**src/rtl/sram_pkg.sv**
```systemverilog
// Shared definitions for the SRAM subsystem client: offer codes, subsystem
// state encodings, the request operation enum and the client FSM states.
package sram_pkg;

    // Command codes presented on the subsystem's offer input
    localparam logic [3:0] OFFER_IDLE       = 4'd0;
    localparam logic [3:0] OFFER_POWER_ON   = 4'd1;
    localparam logic [3:0] OFFER_WRITE      = 4'd2;
    localparam logic [3:0] OFFER_READ       = 4'd3;
    localparam logic [3:0] OFFER_DEEP_SLEEP = 4'd4;

    // Subsystem state as reported on current_state
    localparam logic [1:0] SS_BOOT      = 2'd0;
    localparam logic [1:0] SS_OFF       = 2'd1;
    localparam logic [1:0] SS_READ_RESP = 2'd2;
    localparam logic [1:0] SS_ON        = 2'd3;

    typedef enum logic [1:0] {
        OP_POWER_ON   = 2'd0,
        OP_DEEP_SLEEP = 2'd1,
        OP_WRITE      = 2'd2,
        OP_READ       = 2'd3
    } req_op_e;

    typedef enum logic [2:0] {
        ST_IDLE    = 3'd0,
        ST_ISSUE   = 3'd1,
        ST_WAIT    = 3'd2,
        ST_CAPTURE = 3'd3,
        ST_RESP    = 3'd4
    } client_state_e;

    // Request operation to the command code sent to the subsystem
    function automatic logic [3:0] op_to_offer(input req_op_e op);
        logic [3:0] code;
        case (op)
            OP_POWER_ON:   code = OFFER_POWER_ON;
            OP_DEEP_SLEEP: code = OFFER_DEEP_SLEEP;
            OP_WRITE:      code = OFFER_WRITE;
            OP_READ:       code = OFFER_READ;
            default:       code = OFFER_IDLE;
        endcase
        return code;
    endfunction

    // Subsystem state that marks completion of each operation
    function automatic logic op_done(input req_op_e op, input logic [1:0] cs);
        logic done;
        case (op)
            OP_POWER_ON:   done = (cs == SS_ON);
            OP_DEEP_SLEEP: done = (cs == SS_OFF);
            OP_WRITE:      done = (cs == SS_ON);
            OP_READ:       done = (cs == SS_READ_RESP);
            default:       done = 1'b0;
        endcase
        return done;
    endfunction

endpackage

```
**src/rtl/sram_client_timer.sv**
```systemverilog
// WAIT-state cycle counter for the SRAM client. Counts up while enabled and
// flags expiry during the TIMEOUT-th enabled cycle after a clear.
module sram_client_timer #(
    parameter int TIMEOUT = 64
) (
    input  logic CLK,
    input  logic RESETN,
    input  logic i_clear,
    input  logic i_enable,
    output logic o_expired
);

    localparam int CNT_W = $clog2(TIMEOUT) + 1;
    localparam logic [CNT_W-1:0] LAST = CNT_W'(TIMEOUT - 1);

    logic [CNT_W-1:0] r_count;

    // Count enabled cycles; hold at the last value so the counter never wraps
    always_ff @(posedge CLK) begin
        if (!RESETN) begin
            r_count <= '0;
        end else if (i_clear) begin
            r_count <= '0;
        end else if (i_enable && (r_count != LAST)) begin
            r_count <= r_count + 1'b1;
        end
    end

    assign o_expired = i_enable && (r_count == LAST);

endmodule

```
**src/rtl/sram_client.sv**
```systemverilog
// Client controller for the SRAM subsystem offer/receive/send protocol.
// Takes one operation at a time from a valid/ready port, issues it to the
// subsystem as a single-cycle offer, waits for the matching subsystem state
// and returns one response.
// Optional WAIT timeout: define SRAM_CLIENT_TIMEOUT_EN.
//
// state   | meaning
// IDLE    | ready for a request while subsystem is OFF or ON
// ISSUE   | offer code and receive data on the bus for one cycle
// WAIT    | offer back to 0, waiting for the completion state
// CAPTURE | read completed, sampling send into resp_data
// RESP    | response held until resp_ready
module sram_client
    import sram_pkg::*;
#(
    parameter int DATA_W  = 16,
    parameter int TIMEOUT = 64
) (
    input  logic              CLK,
    input  logic              RESETN,
    input  logic              req_valid,
    output logic              req_ready,
    input  logic [1:0]        req_op,
    input  logic [DATA_W-1:0] req_data,
    output logic              resp_valid,
    input  logic              resp_ready,
    output logic [DATA_W-1:0] resp_data,
    output logic              resp_err,
    output logic [3:0]        offer,
    output logic [DATA_W-1:0] receive,
    input  logic [DATA_W-1:0] send,
    input  logic [1:0]        current_state
);

    if (TIMEOUT < 2) begin : g_bad_timeout
        $error("sram_client: TIMEOUT must be at least 2");
    end

    client_state_e     r_state;
    req_op_e           r_op;
    logic [3:0]        r_offer;
    logic [DATA_W-1:0] r_receive;
    logic              r_resp_valid;
    logic [DATA_W-1:0] r_resp_data;
    logic              r_armed;

    logic w_req_ready;
    logic w_done;
    logic w_expired;

    // A stale subsystem state must not complete the op, so the first WAIT
    // cycle never arms the done check.
    assign w_req_ready = (r_state == ST_IDLE) &&
                         ((current_state == SS_OFF) || (current_state == SS_ON));
    assign w_done      = r_armed && op_done(r_op, current_state);

`ifdef SRAM_CLIENT_TIMEOUT_EN
    logic w_timer_clear;
    logic w_timer_en;
    logic r_resp_err;

    assign w_timer_clear = (r_state == ST_ISSUE);
    assign w_timer_en    = (r_state == ST_WAIT);

    sram_client_timer #(
        .TIMEOUT(TIMEOUT)
    ) u_timer (
        .CLK      (CLK),
        .RESETN   (RESETN),
        .i_clear  (w_timer_clear),
        .i_enable (w_timer_en),
        .o_expired(w_expired)
    );

    // Error flag: set when WAIT expires without completion, cleared on consume
    always_ff @(posedge CLK) begin
        if (!RESETN) begin
            r_resp_err <= 1'b0;
        end else if ((r_state == ST_WAIT) && !w_done && w_expired) begin
            r_resp_err <= 1'b1;
        end else if ((r_state == ST_RESP) && resp_ready) begin
            r_resp_err <= 1'b0;
        end
    end

    assign resp_err = r_resp_err;
`else
    assign w_expired = 1'b0;
    assign resp_err  = 1'b0;
`endif

    // Client FSM with registered bus and response outputs
    always_ff @(posedge CLK) begin
        if (!RESETN) begin
            r_state      <= ST_IDLE;
            r_op         <= OP_POWER_ON;
            r_offer      <= OFFER_IDLE;
            r_receive    <= '0;
            r_resp_valid <= 1'b0;
            r_resp_data  <= '0;
            r_armed      <= 1'b0;
        end else begin
            case (r_state)
                ST_IDLE: begin
                    if (req_valid && w_req_ready) begin
                        r_op      <= req_op_e'(req_op);
                        r_offer   <= op_to_offer(req_op_e'(req_op));
                        r_receive <= req_data;
                        r_state   <= ST_ISSUE;
                    end
                end
                ST_ISSUE: begin
                    r_offer <= OFFER_IDLE;
                    r_armed <= 1'b0;
                    r_state <= ST_WAIT;
                end
                ST_WAIT: begin
                    r_armed <= 1'b1;
                    if (w_done) begin
                        if (r_op == OP_READ) begin
                            r_state <= ST_CAPTURE;
                        end else begin
                            r_resp_valid <= 1'b1;
                            r_resp_data  <= '0;
                            r_state      <= ST_RESP;
                        end
                    end else if (w_expired) begin
                        r_resp_valid <= 1'b1;
                        r_resp_data  <= '0;
                        r_state      <= ST_RESP;
                    end
                end
                ST_CAPTURE: begin
                    r_resp_data  <= send;
                    r_resp_valid <= 1'b1;
                    r_state      <= ST_RESP;
                end
                ST_RESP: begin
                    if (resp_ready) begin
                        r_resp_valid <= 1'b0;
                        r_resp_data  <= '0;
                        r_state      <= ST_IDLE;
                    end
                end
                default: begin
                    r_offer      <= OFFER_IDLE;
                    r_resp_valid <= 1'b0;
                    r_state      <= ST_IDLE;
                end
            endcase
        end
    end

    assign req_ready  = w_req_ready;
    assign offer      = r_offer;
    assign receive    = r_receive;
    assign resp_valid = r_resp_valid;
    assign resp_data  = r_resp_data;

endmodule

```
**config.mk**
```make
export PLATFORM = sky130hd
export DESIGN_NAME = sram_client
export DESIGN_NICKNAME = d
export VERILOG_FILES = /design/src/rtl/sram_pkg.sv /design/src/rtl/sram_client_timer.sv /design/src/rtl/sram_client.sv
export SDC_FILE = /design/constraint.sdc
export NUM_CORES = 1
export LEC_CHECK = 0
export ABC_AREA = 1
export BUFFER_PORTS_ARGS = -buffer_cell sky130_fd_sc_hd__buf_4
export CORE_MARGIN = 2
export CORE_UTILIZATION = 45
export CTS_CLUSTER_SIZE = 14
export DETAILED_ROUTE_END_ITERATION = 7
export PLACE_DENSITY = 0.75
export SLEW_MARGIN = 20
export SYNTH_ARGS = -nofsm -noshare
export SYNTH_HDL_FRONTEND = slang
export SYNTH_HIERARCHICAL = 1
export SYNTH_SLANG_ARGS = --single-unit
```
**constraint.sdc**
```tcl
create_clock -name CLK -period 1.6 [get_ports CLK]
set_clock_uncertainty 0.1 [all_clocks]
set_input_delay 0.32 -clock CLK [delete_from_list [all_inputs] [get_ports CLK]]
set_output_delay 0.32 -clock CLK [all_outputs]
set_load 0.03 [all_outputs]
```
==> impl_results.md, run 1 <==
* CP Capture Type: output pin
* Fmax achieved at 653 MHz
* Non-Filler Instances at 357
* Max_cap viols at 0
* Leak Pwr at 1.12 nW
* Area contributors post-synth: dfxtp_1 (48%), nand2_1 (16%), a21oi_1 (7.6%)
* H-tree depth at 2
* VDD IR-drop max at 785 uV
* WHS at 169 ps
* Max Buffers Root-to-Sink at 2
* Logic pwr share at 39.8%
* Starting Density at 47.5%
* Detailed Routing Iterations Pass 1 at 4
* Port bufs at 76
* NumNets Final at 351
* # resized after CTS at 0
* CP startpoint kind: flop
* Setup TNS at 0 ps
* GP Congestion at 0.843
* Synthesized area per cell at 7.78 sq um
* Initial antenna violation count at 0
* Path type of the worst setup path: flop to output pin
* Layout Area Growth over Synthesis at 42.3%
* WL/cell at 11.7 um
* Share of cells above drive strength 1 at 38.8%
* Async set or reset register ratio after synthesis at 0%
* # Post-CTS Setup Buffers at 0
* Gate Count Post-Synth at 227
* WP data arrival at 1110 ps
* Main synth FF type: dfxtp_1
* Die Area at 4440 sq um
* Period utilization at 95.7%
* Ant. Diodes at 0
* Cts hold-fix bufs at 0
* Final setup fails at 0
* Overall routed net length at 4.18 mm
* Reg2Reg Setup Slack at 80 ps
* Post-synth EDFFs at 0
* Post-Place Setup Slack at 43.0 ps
* Power per Cell Area at 1410 nW/um^2
* Syn Std Cell Area at 1770 sq um
* Via density at 4.74
* Clock power share at 23.5%
* Inserted Clock Buffers at 5
* Internal power at 0.00219 W
* Final Max Slew Viols at 0
* Sequential share of power at 36.7%
* Total number of yosys warnings at 6
* Yosys cell types at 26
* Chip width at 66.7 um
* CTS tree: yes
* Hpwl dp at 3.07 mm
* Max Fanout on Critical Path at 5
* Placed Instances at 348
* Overflow after GRT at 0
* Worst-Skew Late Latency at 290 ps
* Num rows at 22
* Clock Sinks at 42
* Number of synthesized register bits at 42
* Hold crit path type: input port to flop
* Antenna-violating nets left at 0
* Psw at 0.00135 W
* DRC viols at 0
* Cell taking the most area after synthesis: dfxtp_1
* Status: complete, no violations
* Clock root cell: clkbuf_8
* Global-route wire length before repair at 6.42 mm
* Top cell type's share of synthesized area at 47.6%
* Min Tclk post-route at 1530 ps
* Vias in the first global route at 1484
* Core Box Area at 3720 sq um
* Initial drt markers at 56
* Num ports at 79
* Final Hold Viols at 0
* Total GRT Usage at 19.2%
* Sw frac at 38.1%
* Via Count at 1693
* Clock transition at the registers of the reported paths at 80 ps
* Register area share after synthesis at 47.6%
* Pin count of the biggest net entering global routing at 19
* Setup WS post-layout at 68.0 ps
* Chip Height at 66.7 um
* CP required at 1180 ps
==> Yosys cell counts, types with 2 or more instances <==
master / count
nand2_2: 10
nor2_2: 4
inv_1: 13
nand3_1: 2
o21ai_0: 8
ha_1: 3
nand2_1: 77
clkbuf_1: 2
buf_4: 4
a21oi_2: 10
dfxtp_1: 42
nor2_1: 10
buf_2: 3
a21oi_1: 27
==> critical path: stages (launching register included) <==
cell     delay, ps
dfxtp_1        440
inv_1           80
nand2_2        110
nor2_4          40
buf_4          160
==> area by class of cell <==
| type | count | area (sq um) |
|---|---|---|
| clock buffer | 5 | 68.8 |
| clock inverter | 3 | 43.8 |
| fill | 345 | 1200 |
| inverter | 14 | 52.6 |
| multi-input combinational | 161 | 817 |
| sequential | 42 | 841 |
| tap | 48 | 60.1 |
| timing repair buffer | 84 | 631 |
==> power groups by stage <==
stage          logic (W)  clock network [W]  registers, W
6_report         0.00141           0.000829       0.00130
5_1_grt          0.00155           0.000907       0.00132
4_1_cts          0.00137           0.000855       0.00130
3_5_place_dp     0.00137                  0       0.00132
3_3_place_gp     0.00135                  0       0.00132
2_1_floorplan   0.000791                  0       0.00150
==> cells in the final DEF, fill, tap and decap left out, types with 5 or more instances in the layout <==
cell,Yosys,routed
clkbuf_8,0,5
nor2_1,10,10
nand2_2,10,12
inv_1,13,13
buf_4,4,84
a21oi_1,27,27
nand2_1,77,75
a21oi_2,10,10
o21ai_0,8,8
dfxtp_1,42,42
==> logic make-up after synthesis <==
logic type	Yosys count	synth area share (%)
and+or+nand+nor	108	26.4
buffers and inverters	26	7.93
adders and majority gates	3	2.12
DFF	42	47.6
AOI/OAI and AO/OA	47	15.7
other	1	0.212
==> per-layer routing <==
metal  track usage [%]  vias to the layer above  wire [um]  share of wire, %
li1                  -                      876          -                 -
met1              24.2                      763       1940                46
met2              30.3                       50       1970                47
met3              4.73                        4        222               5.3
met4              9.69                        0         41              0.98
met5                 0                        -          0                 0
==> flip-flops by register name, summed over array words and instances, names as in the netlist <==
register and count:
r_op 2, resp_valid 1, r_armed 1, receive 16, offer 3, resp_data 16, r_state 3
==> stage by stage <==
step | cell area [sq um] | util, % | total power, W
after global routing | 2510 | 67.6 | 0.00378
after CTS | 2490 | 67.0 | 0.00352
after detailed placement | 2380 | 64.0 | 0.00269
after floorplan | 1780 | - | 0.00230
final | 2510 | 67.6 | 0.00354
after global placement | 2380 | 64.0 | 0.00267
==> final timing paths <==
kind | from | endpoint | depth (start not counted)
hold / removal | req_data[15] | receive[15]$_SDFFE_PN0P_ | 3
setup reg to reg | r_state[1]$_SDFFE_PN0P_ | resp_data[8]$_SDFFE_PN0P_ | 7
hold reg to reg | resp_valid$_SDFFE_PN0P_ | resp_valid$_SDFFE_PN0P_ | 2
setup / recovery | r_state[2]$_SDFFE_PN0P_ | req_ready | 4
(Power assumes the default switching activity.)
==> run 2: changes to the inputs <==
- RECOVER_POWER: default -> 25
==> run 2 against run 1 <==
Net effect:
- non-clock buffer count stayed put
- via count shrank 0.30%
- die area stayed put
- fmax about the same
- first-iteration DRC count up 8.9%
- sequential share of layout area grew 0.92 points
- final area decreased by 2.7%
- largest cell class unchanged
- sequential power barely moved
- largest power group unchanged
==> impl_results.md, run 2 (same netlist as run 1, synthesis figures left out) <==
* Overall routed net length at 4.20 mm
* GP Congestion at 0.843
* Final setup fails at 0
* Port bufs at 76
* Finished Core Util at 65.8%
* Finished Cell Area at 2450 sq um
* Initial drt markers at 61
* Detailed Routing Iterations Pass 1 at 4
* Most common cell after layout, fill and taps aside: nand2_1
* Starting Density at 47.5%
* Antenna-violating nets left at 0
* CP required at 1180 ps
* Pin count of the biggest net entering global routing at 19
* Chip Height at 66.7 um
* Critical-path cell list: inv_1, nand2_2, nor2_4, buf_4
* Max Buffers Root-to-Sink at 2
* Clock root cell: clkbuf_8
* Clock transition at the registers of the reported paths at 80 ps
* Setup TNS at 0 ps
* Min Tclk post-route at 1530 ps
* Buffers plus inverters on the worst setup path at 2
* Core Box Area at 3720 sq um
* Share of cells above drive strength 1 at 33.0%
* Placed Instance Area at 2380 sq um
* Initial antenna violation count at 0
* Cts hold-fix bufs at 0
* Period utilization at 95.7%
* Final Max Slew Viols at 0
* Top delay family on crit path: flip-flops
* Via density at 4.73
* Hpwl dp at 3.07 mm
* CP startpoint kind: flop
* # resized after CTS at 0
* H-tree depth at 2
* Slowest-stage cell, CP: dfxtp_1
* Max_cap viols at 0
* Ant. Diodes at 0
* Slowest stage delay, CP at 440 ps
* Die Area at 4440 sq um
* Via Count at 1688
* Num ports at 79
* Path type of the worst setup path: flop to output pin
* DRC viols at 0
* VDD IR-drop max at 783 uV
* Leak Pwr at 1.04 nW
* # Post-CTS Setup Buffers at 0
* CP Capture Type: output pin
* WL/cell at 11.8 um
* WP data arrival at 1110 ps
* Fmax achieved at 653 MHz
* Vias in the first global route at 1484
* Worst-Skew Late Latency at 290 ps
* Layout Area Growth over Synthesis at 38.5%
* Hold crit path type: input port to flop
* Num rows at 22
* Power per Cell Area at 1430 nW/um^2
* Status: complete, no violations
* NumNets Final at 351
* Commonest cells after routing, fill and taps aside: nand2_1 (75), buf_4 (66), dfxtp_1 (42)
* Global-route wire length before repair at 6.42 mm
* Max Fanout on Critical Path at 5
* Total GRT Usage at 19.2%
* Clock Sinks at 42
* Final Hold Viols at 0
* Inserted Clock Buffers at 5
* Overflow after GRT at 0
* CTS tree: yes
* Chip width at 66.7 um
run 2: changes by cell type in the layout (fill, tap and decap cells not counted), sizes merged:
| cell | before | now |
|---|---|---|
| clkbuf | 5 | 23 |
| buf | 84 | 66 |
run 2: layout make-up:
cell class                 count  area, sq um
inverter                      14         52.6
sequential                    42          841
clock inverter                 3         43.8
timing repair buffer          84          563
multi-input combinational    161          817
fill                         361         1270
tap                           48         60.1
clock buffer                   5         68.8
run 2: routing by layer:
| metal | wire length [um] | share of wire [%] | vias to the layer above | track usage [%] |
|---|---|---|---|---|
| met3 | 217 | 5.2 | 4 | 4.73 |
| met5 | 0 | 0 | - | 0 |
| met1 | 1990 | 47 | 757 | 24.2 |
| met2 | 1950 | 46 | 50 | 30.3 |
| li1 | - | - | 877 | - |
| met4 | 41 | 0.98 | 0 | 9.69 |
run 2: power by group:
group,leakage [nW],switching (W),internal (W)
Combinational,0.645,0.000886,0.000474
Clock,0.0585,0.000361,0.000467
Sequential,0.342,0.0000993,0.00120
run 2: final timing paths:
check | from | to | slack (ps) | cells after the start
setup reg to reg | r_state[1]$_SDFFE_PN0P_ | resp_data[8]$_SDFFE_PN0P_ | 80 | 7
hold reg to reg | resp_valid$_SDFFE_PN0P_ | resp_valid$_SDFFE_PN0P_ | 370 | 2
hold / removal | req_data[15] | receive[15]$_SDFFE_PN0P_ | 170 | 3
setup / recovery | r_state[2]$_SDFFE_PN0P_ | req_ready | 70 | 4
run 2: worst reg2reg max path: cells and delay by family (launching register included):
family	cells	cell delay (ps)
AND/OR/NAND/NOR	4	630
flip-flops	1	410
buffers and inverters	1	90
AO/OA/AOI/OAI	2	190
run 2: per-stage QoR:
step	worst slack, ps	cells	total power, W	hold WS [ps]
after floorplan	69.4	228	0.00230	334
after global placement	86.4	348	0.00267	351
after detailed placement	43.0	348	0.00269	356
after CTS	24.3	356	0.00352	157
after global routing	-1.42	357	0.00373	165
final	68.2	357	0.00349	169
==> run 3: changes to the inputs <==
- ABC_AREA: 1 -> default
- PLACE_DENSITY: 0.75 -> 0.74
==> run 3 against run 2 <==
Net effect:
- cell count grew 1.7%
- sequential power shrank 15%
- routed wire length rose by 4.7%
- largest cell class is now multi-input combinational cells
- the run now ends with negative setup slack left
==> impl_results.md, run 3 <==
* Detailed Routing Iterations Pass 1 at 4
* Overall routed net length at 4.40 mm
* Multiplexer share of the synthesized area at 0%
* Synth cell count leaders: nand2_1 (75), dfxtp_1 (42), o21ai_0 (12)
* Starting Density at 46.9%
* Min Tclk post-route at 1620 ps
* Yosys cell types at 35
* Overflow after GRT at 0
* Final setup fails at 1
* Pin count of the biggest net entering global routing at 47
* Share of cells above drive strength 1 at 38.0%
* Period utilization at 101%
* WL/cell at 12.1 um
* NumNets Final at 355
* Finished Core Util at 68.2%
* Chip width at 68.6 um
* Placed Instances at 350
* Total Power at 0.00229 W
* Synthesized area per cell at 8.53 sq um
* Clock transition at the registers of the reported paths at 80 ps
* Register area share after synthesis at 44.8%
* Most common cell in the synthesized netlist: nand2_1
* Via density at 4.88
* Port bufs at 76
* Syn Std Cell Area at 1880 sq um
* WP data arrival at 1200 ps
* Worst-Skew Late Latency at 290 ps
* Main synth FF type: dfxtp_1
* Path type of the worst setup path: flop to output pin
* Post-synth EDFFs at 0
* GP Congestion at 0.801
* Ant. Diodes at 0
* Most common cell after layout, fill and taps aside: buf_4
* DRC viols at 0
* Top cell type's share of synthesized area at 44.8%
* Global-route wire length before repair at 6.81 mm
* Hpwl dp at 3.14 mm
* Die Area at 4700 sq um
* Layout Area Growth over Synthesis at 45.4%
* Num ports at 79
* Cell taking the most area after synthesis: dfxtp_1
* Clock Sinks at 42
* Max_cap viols at 0
* Commonest cells after routing, fill and taps aside: buf_4 (78), nand2_1 (75), dfxtp_1 (37)
* Complex-gate fraction of the synthesized area at 24.0%
* RSZ-0062 raised after global routing: yes
* CP required at 1180 ps
* Core Box Area at 4000 sq um
* Async set or reset register ratio after synthesis at 0%
* Synth Area in Adders at 2.00%
* Hold crit path type: input port to flop
* Status: complete, but fails checks
* WHS at 120 ps
* Via Count at 1772
* Max Buffers Root-to-Sink at 2
* Main combinational cell family by area after synthesis: compound AO/OA/AOI/OAI gates
* Clock root cell: clkbuf_8
* Non-Filler Instances at 363
* Num rows at 23
* Gate Count Post-Synth at 220
* Initial antenna violation count at 0
* Total GRT Usage at 19.0%
* Fmax achieved at 617 MHz
* CP Capture Type: output pin
* Chip Height at 68.6 um
* Synth Area in Simple Gates at 22.7%
* Inserted Clock Buffers at 5
* Final Hold Viols at 0
* Antenna-violating nets left at 0
* Vias in the first global route at 1601
* Leak Pwr at 1.14 nW
* H-tree depth at 2
* Total number of yosys warnings at 6
* CP startpoint kind: flop
* CTS tree: yes
* Number of synthesized register bits at 42
* Initial drt markers at 71
* Area contributors post-synth: dfxtp_1 (45%), nand2_1 (15%), o21ai_2 (4.7%)
* Setup WS post-layout at -21.5 ps
* Final Max Slew Viols at 0
* VDD IR-drop max at 581 uV
* Max Fanout on Critical Path at 4
* Failing checks: negative setup slack
* Power per Cell Area at 840 nW/um^2
* Post-Synth XOR/XNOR Area at 0%
[run 3: cell count changes after synthesis, sizes merged, moves of 3 or more]
cell	previous run	this run
a21boi	1	20
o21ai	8	22
inv	13	4
nand2	87	75
a21oi	37	4
clkbuf	2	6
nor2	14	5
and3	0	3
[run 3: through the flow]
step           setup slack (ps)  TNS, ps  instance area, sq um
2_1_floorplan              1.07        0                  1890
5_1_grt                   -70.0    -87.4                  2730
4_1_cts                   -52.2    -52.2                  2750
6_report                  -21.5    -21.5                  2730
3_3_place_gp               9.81        0                  2590
3_5_place_dp              -21.9     -110                  2590
[run 3: cell type report]
class	count	area (sq um)
clock buffers	5	68.8
multi-input cells	158	963
fillers	359	1270
inverters	4	15.0
clock inverters	3	40.0
repair buffers	101	727
well taps	50	62.6
flip-flops and latches	42	850
[run 3: path summary, 6_finish.rpt]
check        slack, ps                         to                      start  cells past startpoint
max reg2reg         60  resp_data[4]$_SDFFE_PN0P_       r_op[1]$_SDFFE_PN0P_                      5
max                -20                  req_ready    r_state[1]$_SDFFE_PN0P_                      4
min reg2reg        350  resp_data[1]$_SDFFE_PN0P_  resp_data[1]$_SDFFE_PN0P_                      2
min                120  resp_data[7]$_SDFFE_PN0P_                    send[7]                      3
[run 3: critical path: stages, from the launching register on]
cell and delay, ps:
dfxtp_2 340, buf_6 120, nor3_4 170, and2_4 160, buf_6 120
[run 3: per-layer routing]
layer,GRT usage (%),routed length (um),vias up
met5,0,0,-
met4,3.75,32,0
met3,6.66,377,4
met2,33.1,2100,54
met1,22.7,1890,799
li1,-,-,915
[run 3: cell families (layout without fill, tap and decap cells)]
| logic type | count (synthesis) | count (layout) |
|---|---|---|
| AO/OA/AOI/OAI | 57 | 57 |
| adder cells (fa/ha/maj) | 3 | 3 |
| buffers and inverters | 21 | 113 |
| flip-flops | 42 | 42 |
| other | 1 | 2 |
| AND/OR/NAND/NOR | 96 | 96 |
[run 3: timing repair]
| item | 4_1_cts | 5_1_grt |
|---|---|---|
| pin swaps | 3 | 3 |
| endpoints found under the setup margin | 2 | 16 |
| resized for setup | 8 | 14 |
| setup buffers | 3 | 2 |
| cloned | 0 | 0 |
| hold buffers | 0 | 0 |
[run 3: where the power goes]
part | total (W) | switching [W] | internal (W) | leakage, nW
clock | 0.000802 | 0.000343 | 0.000459 | 0.0579
combinational | 0.000388 | 0.000206 | 0.000182 | 0.734
sequential | 0.00110 | 0.0000220 | 0.00108 | 0.343
